$ cat src/rtl/alu_pkg.sv
// Shared types and default widths for the ALU sequencer slice.
package alu_pkg;

   localparam int W   = 8;
   localparam int Ops = 3;

   typedef enum logic [2:0] {
      ADD = 3'b000,
      SHR = 3'b001,
      SHL = 3'b010,
      PAR = 3'b011,
      MOV = 3'b100
   } opcode_e;

   typedef enum logic [2:0] {
      IDLE,
      RD_A,
      RD_B,
      EXEC,
      WB,
      ILL
   } state_e;

endpackage

$ cat src/rtl/alu_inst_decode.sv
// Combinational opcode decode: legality, ALU opcode, A-forcing and B-masking.
module alu_inst_decode
   import alu_pkg::*;
#(
   parameter int OpW = Ops
) (
   input  logic [2:0]     opcode,
   output logic           legal,
   output logic [OpW-1:0] alu_op,
   output logic           force_a_zero,
   output logic           mask_b
);

   always_comb begin
      // NOTE: every output gets a default first so no latch is inferred.
      legal        = 1'b1;
      alu_op       = '0;
      force_a_zero = 1'b0;
      mask_b       = 1'b0;
      case (opcode)
         ADD, SHR, SHL: alu_op = OpW'(opcode[1:0]);
         PAR: begin
            alu_op = OpW'(opcode[1:0]);
            mask_b = 1'b1;
         end
         MOV:     force_a_zero = 1'b1;
         default: legal = 1'b0;
      endcase
   end

endmodule

$ cat src/rtl/alu_sequencer.sv
// Multi-cycle sequencer: reads two registers, drives an external ALU,
// writes the result back and keeps the flags of the last executed instruction.
module alu_sequencer
   import alu_pkg::*;
#(
   parameter int W   = alu_pkg::W,
   parameter int Ops = alu_pkg::Ops,
   parameter int RA  = 3
) (
   input  logic           Clk,
   input  logic           Reset_n,
   input  logic           InstValid,
   input  logic [8:0]     Inst,
   output logic           InstReady,
   output logic [RA-1:0]  RfAddr,
   input  logic [W-1:0]   RfRdData,
   output logic           RfWe,
   output logic [RA-1:0]  RfWaddr,
   output logic [W-1:0]   RfWdata,
   output logic [W-1:0]   AluA,
   output logic [W-1:0]   AluB,
   output logic [Ops-1:0] AluOp,
   input  logic [W-1:0]   AluOut,
   input  logic           AluZero,
   input  logic           AluSign,
   output logic           ZeroFlag,
   output logic           SignFlag,
   output logic           Done,
   output logic           Illegal
);

   // Shift amount for parity-to-bit is reduced to a bit index inside the word.
   localparam logic [W-1:0] B_MASK = W'((1 << $clog2(W)) - 1);

   state_e         state_q, state_d;
   logic [8:0]     inst_q, inst_d;
   logic [W-1:0]   opa_q, opa_d, opb_q, opb_d, res_q, res_d;
   logic           res_zero_q, res_zero_d, res_sign_q, res_sign_d;
   logic           zero_flag_q, zero_flag_d, sign_flag_q, sign_flag_d;
   logic           ready_q, ready_d, done_q, done_d, illegal_q, illegal_d;

   logic [2:0]     dec_opcode;
   logic           dec_legal, dec_force_a_zero, dec_mask_b;
   logic [Ops-1:0] dec_alu_op;

   // Legality is judged on the offered instruction; execution uses the latched one.
   assign dec_opcode = (state_q == IDLE) ? Inst[8:6] : inst_q[8:6];

   alu_inst_decode #(.OpW(Ops)) u_decode (
      .opcode       (dec_opcode),
      .legal        (dec_legal),
      .alu_op       (dec_alu_op),
      .force_a_zero (dec_force_a_zero),
      .mask_b       (dec_mask_b)
   );

   always_comb begin
      state_d     = state_q;
      inst_d      = inst_q;
      opa_d       = opa_q;
      opb_d       = opb_q;
      res_d       = res_q;
      res_zero_d  = res_zero_q;
      res_sign_d  = res_sign_q;
      zero_flag_d = zero_flag_q;
      sign_flag_d = sign_flag_q;
      case (state_q)
         IDLE: begin
            if (ready_q && InstValid) begin
               inst_d  = Inst;
               state_d = dec_legal ? RD_A : ILL;
            end
         end
         RD_A: begin
            opa_d   = RfRdData;
            state_d = RD_B;
         end
         RD_B: begin
            opb_d   = RfRdData;
            state_d = EXEC;
         end
         EXEC: begin
            res_d      = AluOut;
            res_zero_d = AluZero;
            res_sign_d = AluSign;
            state_d    = WB;
         end
         WB: begin
            zero_flag_d = res_zero_q;
            sign_flag_d = res_sign_q;
            state_d     = IDLE;
         end
         default: state_d = IDLE;
      endcase
      ready_d   = (state_d == IDLE);
      done_d    = (state_d == WB);
      illegal_d = (state_d == ILL);
   end

   // NOTE: datapath registers are reset too, so an aborted instruction leaves no trace.
   always_ff @(posedge Clk or negedge Reset_n) begin
      if (!Reset_n) begin
         state_q     <= IDLE;
         inst_q      <= '0;
         opa_q       <= '0;
         opb_q       <= '0;
         res_q       <= '0;
         res_zero_q  <= 1'b0;
         res_sign_q  <= 1'b0;
         zero_flag_q <= 1'b0;
         sign_flag_q <= 1'b0;
         ready_q     <= 1'b0;
         done_q      <= 1'b0;
         illegal_q   <= 1'b0;
      end else begin
         // NOTE: non-blocking so every flop samples the pre-edge values.
         state_q     <= state_d;
         inst_q      <= inst_d;
         opa_q       <= opa_d;
         opb_q       <= opb_d;
         res_q       <= res_d;
         res_zero_q  <= res_zero_d;
         res_sign_q  <= res_sign_d;
         zero_flag_q <= zero_flag_d;
         sign_flag_q <= sign_flag_d;
         ready_q     <= ready_d;
         done_q      <= done_d;
         illegal_q   <= illegal_d;
      end
   end

   always_comb begin
      InstReady = ready_q;
      Done      = done_q;
      RfWe      = done_q;
      Illegal   = illegal_q;
      ZeroFlag  = zero_flag_q;
      SignFlag  = sign_flag_q;
      RfWaddr   = done_q ? RA'(inst_q[5:3]) : '0;
      RfWdata   = done_q ? res_q : '0;
      case (state_q)
         RD_A:    RfAddr = RA'(inst_q[5:3]);
         RD_B:    RfAddr = RA'(inst_q[2:0]);
         default: RfAddr = '0;
      endcase
      AluA  = '0;
      AluB  = '0;
      AluOp = '0;
      if (state_q == EXEC) begin
         AluA  = dec_force_a_zero ? '0 : opa_q;
         AluB  = dec_mask_b ? (opb_q & B_MASK) : opb_q;
         AluOp = dec_alu_op;
      end
   end

endmodule

$ cat config.mk
export PLATFORM = sky130hd
export DESIGN_NAME = alu_sequencer
export DESIGN_NICKNAME = d
export VERILOG_FILES = /design/src/rtl/alu_pkg.sv /design/src/rtl/alu_inst_decode.sv /design/src/rtl/alu_sequencer.sv
export SDC_FILE = /design/constraint.sdc
export NUM_CORES = 1
export LEC_CHECK = 0
export CORE_AREA = 2 2 70 72
export DETAILED_ROUTE_END_ITERATION = 12
export DIE_AREA = 0 0 72 74
export PLACE_DENSITY = 0.88
export SETUP_SLACK_MARGIN = 0.5
export SYNTH_ARGS = -nofsm -noshare
export SYNTH_HDL_FRONTEND = slang
export SYNTH_SLANG_ARGS = --single-unit
$ cat constraint.sdc
create_clock -name Clk -period 1.95 [get_ports Clk]
set_clock_uncertainty 0.15 [all_clocks]
set_input_delay 0.39 -clock Clk [delete_from_list [all_inputs] [get_ports Clk]]
set_output_delay 0.39 -clock Clk [all_outputs]
set_load 0.02 [all_outputs]
Word level (Yosys, flattened, before mapping):

Index checks and enable logic that the tools add are counted.
Widths: inputs -> output; s select.

* flip-flop bits (word level): 43
* bits of input ports: 30

* equality and inequality tests: 10
* mux-type cells: 16
* reduce and logical (&&, ||, !) cells: 7

Operators with widths (count)
* $mux 8: 5
* $mux 3: 5
* $eq 3x2->1 const B: 4
* $eq 3x3->1 const B: 4
* $pmux 3 s4: 1
* $logic_not 3->1: 3
* $eq 3x1->1 const B: 2
* $pmux 3 s2: 1
* $reduce_or 5->1: 1
* $reduce_or 4->1: 1
* $mux 1: 3
* $mux 2: 1
* $reduce_and 2->1: 1
* $logic_and 1x1->1: 1

Longest topological paths before layout:

* word-level depth: 9
* gate-level depth with buffers: 6
* depth with buffers taken out: 4

Hierarchy:

From an unflattened synthesis, not the netlist that was laid out.

* cells, all modules: 166
* area total of the unflattened synthesis: 2037.0 um2

By module, submodules not included
* alu_sequencer: instances 1, cells each 159, area each 1980.6 um2, sequential area each 1076.0 um2
* alu_inst_decode: instances 1, cells each 7, area each 56.3 um2, sequential area each 0.0 um2

Least setup slack after synthesis:

OpenSTA, ideal clock, no wires.

* kind: register to output
* start: register state_q[0]
* end: output RfAddr[0]
* arrival: 1.330 ns
* required time: 1.410 ns
* path slack: 0.080 ns
* stages on the path, launching flop included: 5
* buffers on the path: 2
* cell sequence: dfrtp_1 -> buf_12 -> nor3b_1 -> buf_2 -> a22o_1

* word-level cells in the longest chain between the ends: 2
* elaborated cells on any way between the ends: 3
* classes of those cells: 2 x eq/ne; 1 x mux

Ends and longest elaborated chain
* from (decl): line alu_sequencer.sv:35 `state_e state_q, state_d;`
* from (signal assigned): line alu_sequencer.sv:117 `state_q <= state_d;`
* $eq 3x2->1 / $eq 3x1->1 (equally long branches): line alu_sequencer.sv:141 `case (state_q)`
* $pmux 3 s2 *: line alu_sequencer.sv:141
* to (decl): line alu_sequencer.sv:15 `output logic [RA-1:0] RfAddr,`

Mark *: on every way between the ends. The rest lies on a longest branch, timed or not.

Final worst setup path:

* start: register state_q[2]
* end: output AluA[3]

* word-level cells in the longest chain between the ends: 6
* elaborated cells on any way between the ends: 7
* classes of those cells: 2 x eq/ne; 4 x mux; 1 x reduce/logical

Ends and longest elaborated chain
* $logic_not 3->1: line alu_sequencer.sv:47 `assign dec_opcode = (state_q == IDLE) ? Inst[8:6] : inst_q[8:6];`
* $mux 3: line alu_sequencer.sv:47
* $eq 3x3->1: line alu_inst_decode.sv:20 `case (opcode)`
* $mux 1: line alu_inst_decode.sv:20
* $mux 8: line alu_sequencer.sv:150 `AluA = dec_force_a_zero ? '0 : opa_q;`
* $mux 8 *: line alu_sequencer.sv:149 `if (state_q == EXEC) begin`
* to (decl): line alu_sequencer.sv:20 `output logic [W-1:0] AluA,`

Marked as above.

==> tab_implementation.tex <==
\begin{tabular}{lr}
\hline
Metric & Value \\
\hline
\multicolumn{2}{l}{\textbf{Yosys}} \\
Synth top area share & 56.1\% \\
Total of warnings raised by yosys & 0 \\
Number of enable flip-flop cells after synthesis & 0 \\
Prevailing post-synth register cell & sky130\_fd\_sc\_hd\_\_dfrtp\_1 \\
Synth async-reset ratio & 100\% \\
Post-synthesis sequential element count & 43 \\
Synth Instances & 162 \\
Summed instance area of the synthesized netlist & 0.00192 mm² \\
Post-Synthesis Net Count & 192 \\
Most instantiated cells after synthesis & sky130\_fd\_sc\_hd\_\_dfrtp\_1 (43), sky130\_fd\_sc\_hd\_\_nand2\_1 (31), sky130\_fd\_sc\_hd\_\_and2\_1 (27) \\
Sequential share of the synthesized area & 56.1\% \\
Cell types with the largest area share after synthesis & sky130\_fd\_sc\_hd\_\_dfrtp\_1 (56\%), sky130\_fd\_sc\_hd\_\_mux2\_2 (14\%), sky130\_fd\_sc\_hd\_\_and2\_1 (8.8\%), sky130\_fd\_sc\_hd\_\_nand2\_1 (6.1\%), sky130\_fd\_sc\_hd\_\_mux2\_4 (2.3\%) \\
Most frequently used cell type in the post-synthesis netlist & sky130\_fd\_sc\_hd\_\_dfrtp\_1 \\
Mean cell area of the mapped netlist & 11.8 µm² \\
Count of cell types in the netlist & 26 \\
Top cell type by total area after synthesis & sky130\_fd\_sc\_hd\_\_dfrtp\_1 \\
\multicolumn{2}{l}{\textbf{Timing}} \\
WHS & 0.335 ns \\
PnR worst setup slack & -0.353 ns \\
Max transition margin & 66.2\% \\
Total count of max-transition violations in the final report & 0 \\
Time the worst path needs with I/O delays and setup & 2.30 ns \\
Final-report hold violation count & 0 \\
Final worst-path cycle share & 118\% \\
Worst-margin pin slew & 0.507 ns \\
Sum of negative setup slack & -7.27 ns \\
Maximum operating frequency & 434 MHz \\
Number of setup violations in the final report & 43 \\
Unrepaired setup endpoints after global routing & yes \\
\multicolumn{2}{l}{\textbf{Finish}} \\
Layout cells sized above 1 & 65.2\% \\
Final non-filler cell area & 0.00355 mm² \\
NumNets Final & 305 \\
Post-route non-filler standard cell count & 330 \\
Layout overhead on the synthesized area & 85.1\% \\
Number of diodes & 0 \\
\multicolumn{2}{l}{\textbf{Die}} \\
Core footprint & 0.00460 mm² \\
Total die area & 0.00533 mm² \\
Starting Density & 41.7\% \\
Height of the die & 74 µm \\
Number of ports placed on the die boundary & 69 \\
Die span in x & 72 µm \\
Number of rows in the core area & 25 \\
\multicolumn{2}{l}{\textbf{GRT}} \\
Via count of the first global-routing pass & 1679 \\
Pin count of the biggest net entering global routing & 24 \\
Global-route wire length before repair & 8.38 mm \\
Total track usage & 21.2\% \\
Antenna violations before repair & 0 \\
Total grt overflow & 0 \\
\multicolumn{2}{l}{\textbf{Clock network}} \\
H-tree lvl count & 2 \\
Number of buffers created by CTS & 5 \\
Clock edge transition at the registers on the reported setup and hold paths & 0.09 ns \\
Cell chosen for the clock root & sky130\_fd\_sc\_hd\_\_clkbuf\_8 \\
TritonCTS clock tree & done \\
Worst-case clock buffer depth & 2 \\
Clk\_lat worst skew & 0.30 ns \\
Number of sinks on the clock net & 43 \\
\multicolumn{2}{l}{\textbf{Placed design}} \\
Instance area after placement & 0.00285 mm² \\
Post-Place Cells & 293 \\
Routability-driven placement congestion ratio & 0.739 \\
Hpwl dp & 3.33 mm \\
Number of buffer cells added on primary ports & 67 \\
Worst-case setup slack after placement & -0.329 ns \\
\multicolumn{2}{l}{\textbf{Pwr}} \\
Maximum ir drop on the vdd rail & 0.000932 V \\
Power density over cell area & 1610 mW/mm² \\
Static Leak & 1.74 nW \\
\multicolumn{2}{l}{\textbf{Drt}} \\
Routed length per instance & 17.6 µm \\
Number of nets with antenna violations after routing & 0 \\
Remaining design rule violation count & 0 \\
Via count & 1604 \\
Final wirelength & 5.80 mm \\
1st-iter DRT viols & 71 \\
Count of TritonRoute iterations in the first routing pass & 4 \\
Vias/cell & 4.86 \\
\multicolumn{2}{l}{\textbf{Setup path}} \\
Largest driver fanout on the critical path & 8 \\
Critical Path Sink Type & output port \\
Worst EP arrival & 1.76 ns \\
Largest stage delay on the critical path & 0.43 ns \\
Worst path most repeated cell & sky130\_fd\_sc\_hd\_\_buf\_6 \\
Startpoint type of the worst setup path & flip-flop \\
Beginning of the worst register-to-register path & state\_q[2] \\
Ordered list of cells on the worst path & nand3b\_1 > buf\_4 > a21oi\_2 > buf\_6 > and2\_4 > buf\_6 \\
Class of the most critical setup path & reg2out \\
Worst setup path startpoint & state\_q[2] \\
Cell with the largest stage delay on the worst path & sky130\_fd\_sc\_hd\_\_dfrtp\_2 \\
Top delay family on crit path & buffers and inverters \\
Required arrival time at the worst endpoint & 1.41 ns \\
Total buffers and inverters traversed by the critical path & 3 \\
\multicolumn{2}{l}{\textbf{Outcome}} \\
Violations in the final reports & negative setup slack \\
Status & finished with violations \\
\multicolumn{2}{l}{\textbf{Job}} \\
Max-cap violations & 0 \\
\multicolumn{2}{l}{\textbf{Hold path}} \\
Hold\_sp & res\_q[7] \\
Worst min-delay path category & reg2reg \\
\hline
\end{tabular}
-- flip-flops by register name, indices dropped and copies added (netlist names) --
signal	flops
Done	1
Illegal	1
InstReady	1
SignFlag	1
ZeroFlag	1
inst_q	9
opa_q	8
opb_q	8
res_q	8
res_sign_q	1
res_zero_q	1
state_q	3
-- final timing paths --
check	to	slack, ns	depth (start not counted)
min in group asynchronous	opa_q[2]	0.43	2
min reg2reg	res_q[7]	0.33	2
max in group asynchronous	Done	0.70	3
max	AluA[3]	-0.35	6
min	res_q[7]	0.33	2
max reg2reg	inst_q[8]	-0.09	6
-- cell usage in the layout (no fill, tap or decap), drive strengths merged, types with 3 or more instances in the layout --
cell,netlist,layout
nand2,31,31
buf,8,87
dfrtp,43,43
clkdlybuf4s50,0,28
clkbuf,2,5
a22o,3,3
and2,27,27
nor3b,3,3
nor2,3,3
mux2,27,27
-- per-stage QoR --
stage / power, mW / util, %
final: 5.70 / 77.2
after global routing: 5.96 / 77.2
after CTS: 5.25 / 72.3
after detailed placement: 3.87 / 62.0
after global placement: 3.77 / 62.0
after floorplan: 3.00 / -
-- routing by layer --
| metal | track usage (%) | share of wire [%] | routed length, µm |
|---|---|---|---|
| met1 | 25.7 | 41 | 2380 |
| met2 | 37.2 | 54 | 3120 |
| met3 | 5.15 | 3.7 | 212 |
| met4 | 7.76 | 1.4 | 80 |
| met5 | 0 | 0 | 0 |
-- worst min-delay path, stage by stage, from the launching register on --
cell and delay (ns):
sky130_fd_sc_hd__dfrtp_1 0.35, sky130_fd_sc_hd__nand2_1 0.05, sky130_fd_sc_hd__nand2_1 0.05
-- layout make-up --
| cell class | count | area [µm²] |
|---|---|---|
| clock buffers | 5 | 68.8 |
| fillers | 268 | 1050 |
| multi-input cells | 107 | 1060 |
| repair buffers | 116 | 1210 |
| inverters | 2 | 15.0 |
| well taps | 54 | 67.6 |
| clock inverters | 3 | 43.8 |
| flip-flops and latches | 43 | 1080 |
-- cells by family (layout without fill, tap and decap cells) --
| group | after synthesis | after routing | share of synthesized area, % |
|---|---|---|---|
| other cells | 1 | 1 | 0.196 |
| xor+xnor | 1 | 1 | 0.457 |
| mux | 27 | 27 | 16.4 |
| compound gates | 7 | 7 | 2.48 |
| buf+inv | 12 | 126 | 4.31 |
| simple gates | 71 | 71 | 20.0 |
| flops | 43 | 43 | 56.1 |
-- power by group --
part	total, mW	internal (mW)	switching, mW
Combinational	3.33	1.99	1.33
Sequential	1.67	1.34	0.327
Clock	0.705	0.381	0.324
-- timing repair --
action | 4_1_cts | 5_1_grt
setup endpoints to repair | 69 | 76
buffers inserted | 17 | 11
gates resized for setup | 284 | 47
endpoints found under the hold margin | 20 | 0
cloned | 0 | 0
pin swaps | 15 | 26
hold buffers | 1 | 0
Note: power is estimated with default switching activity, not from simulation.
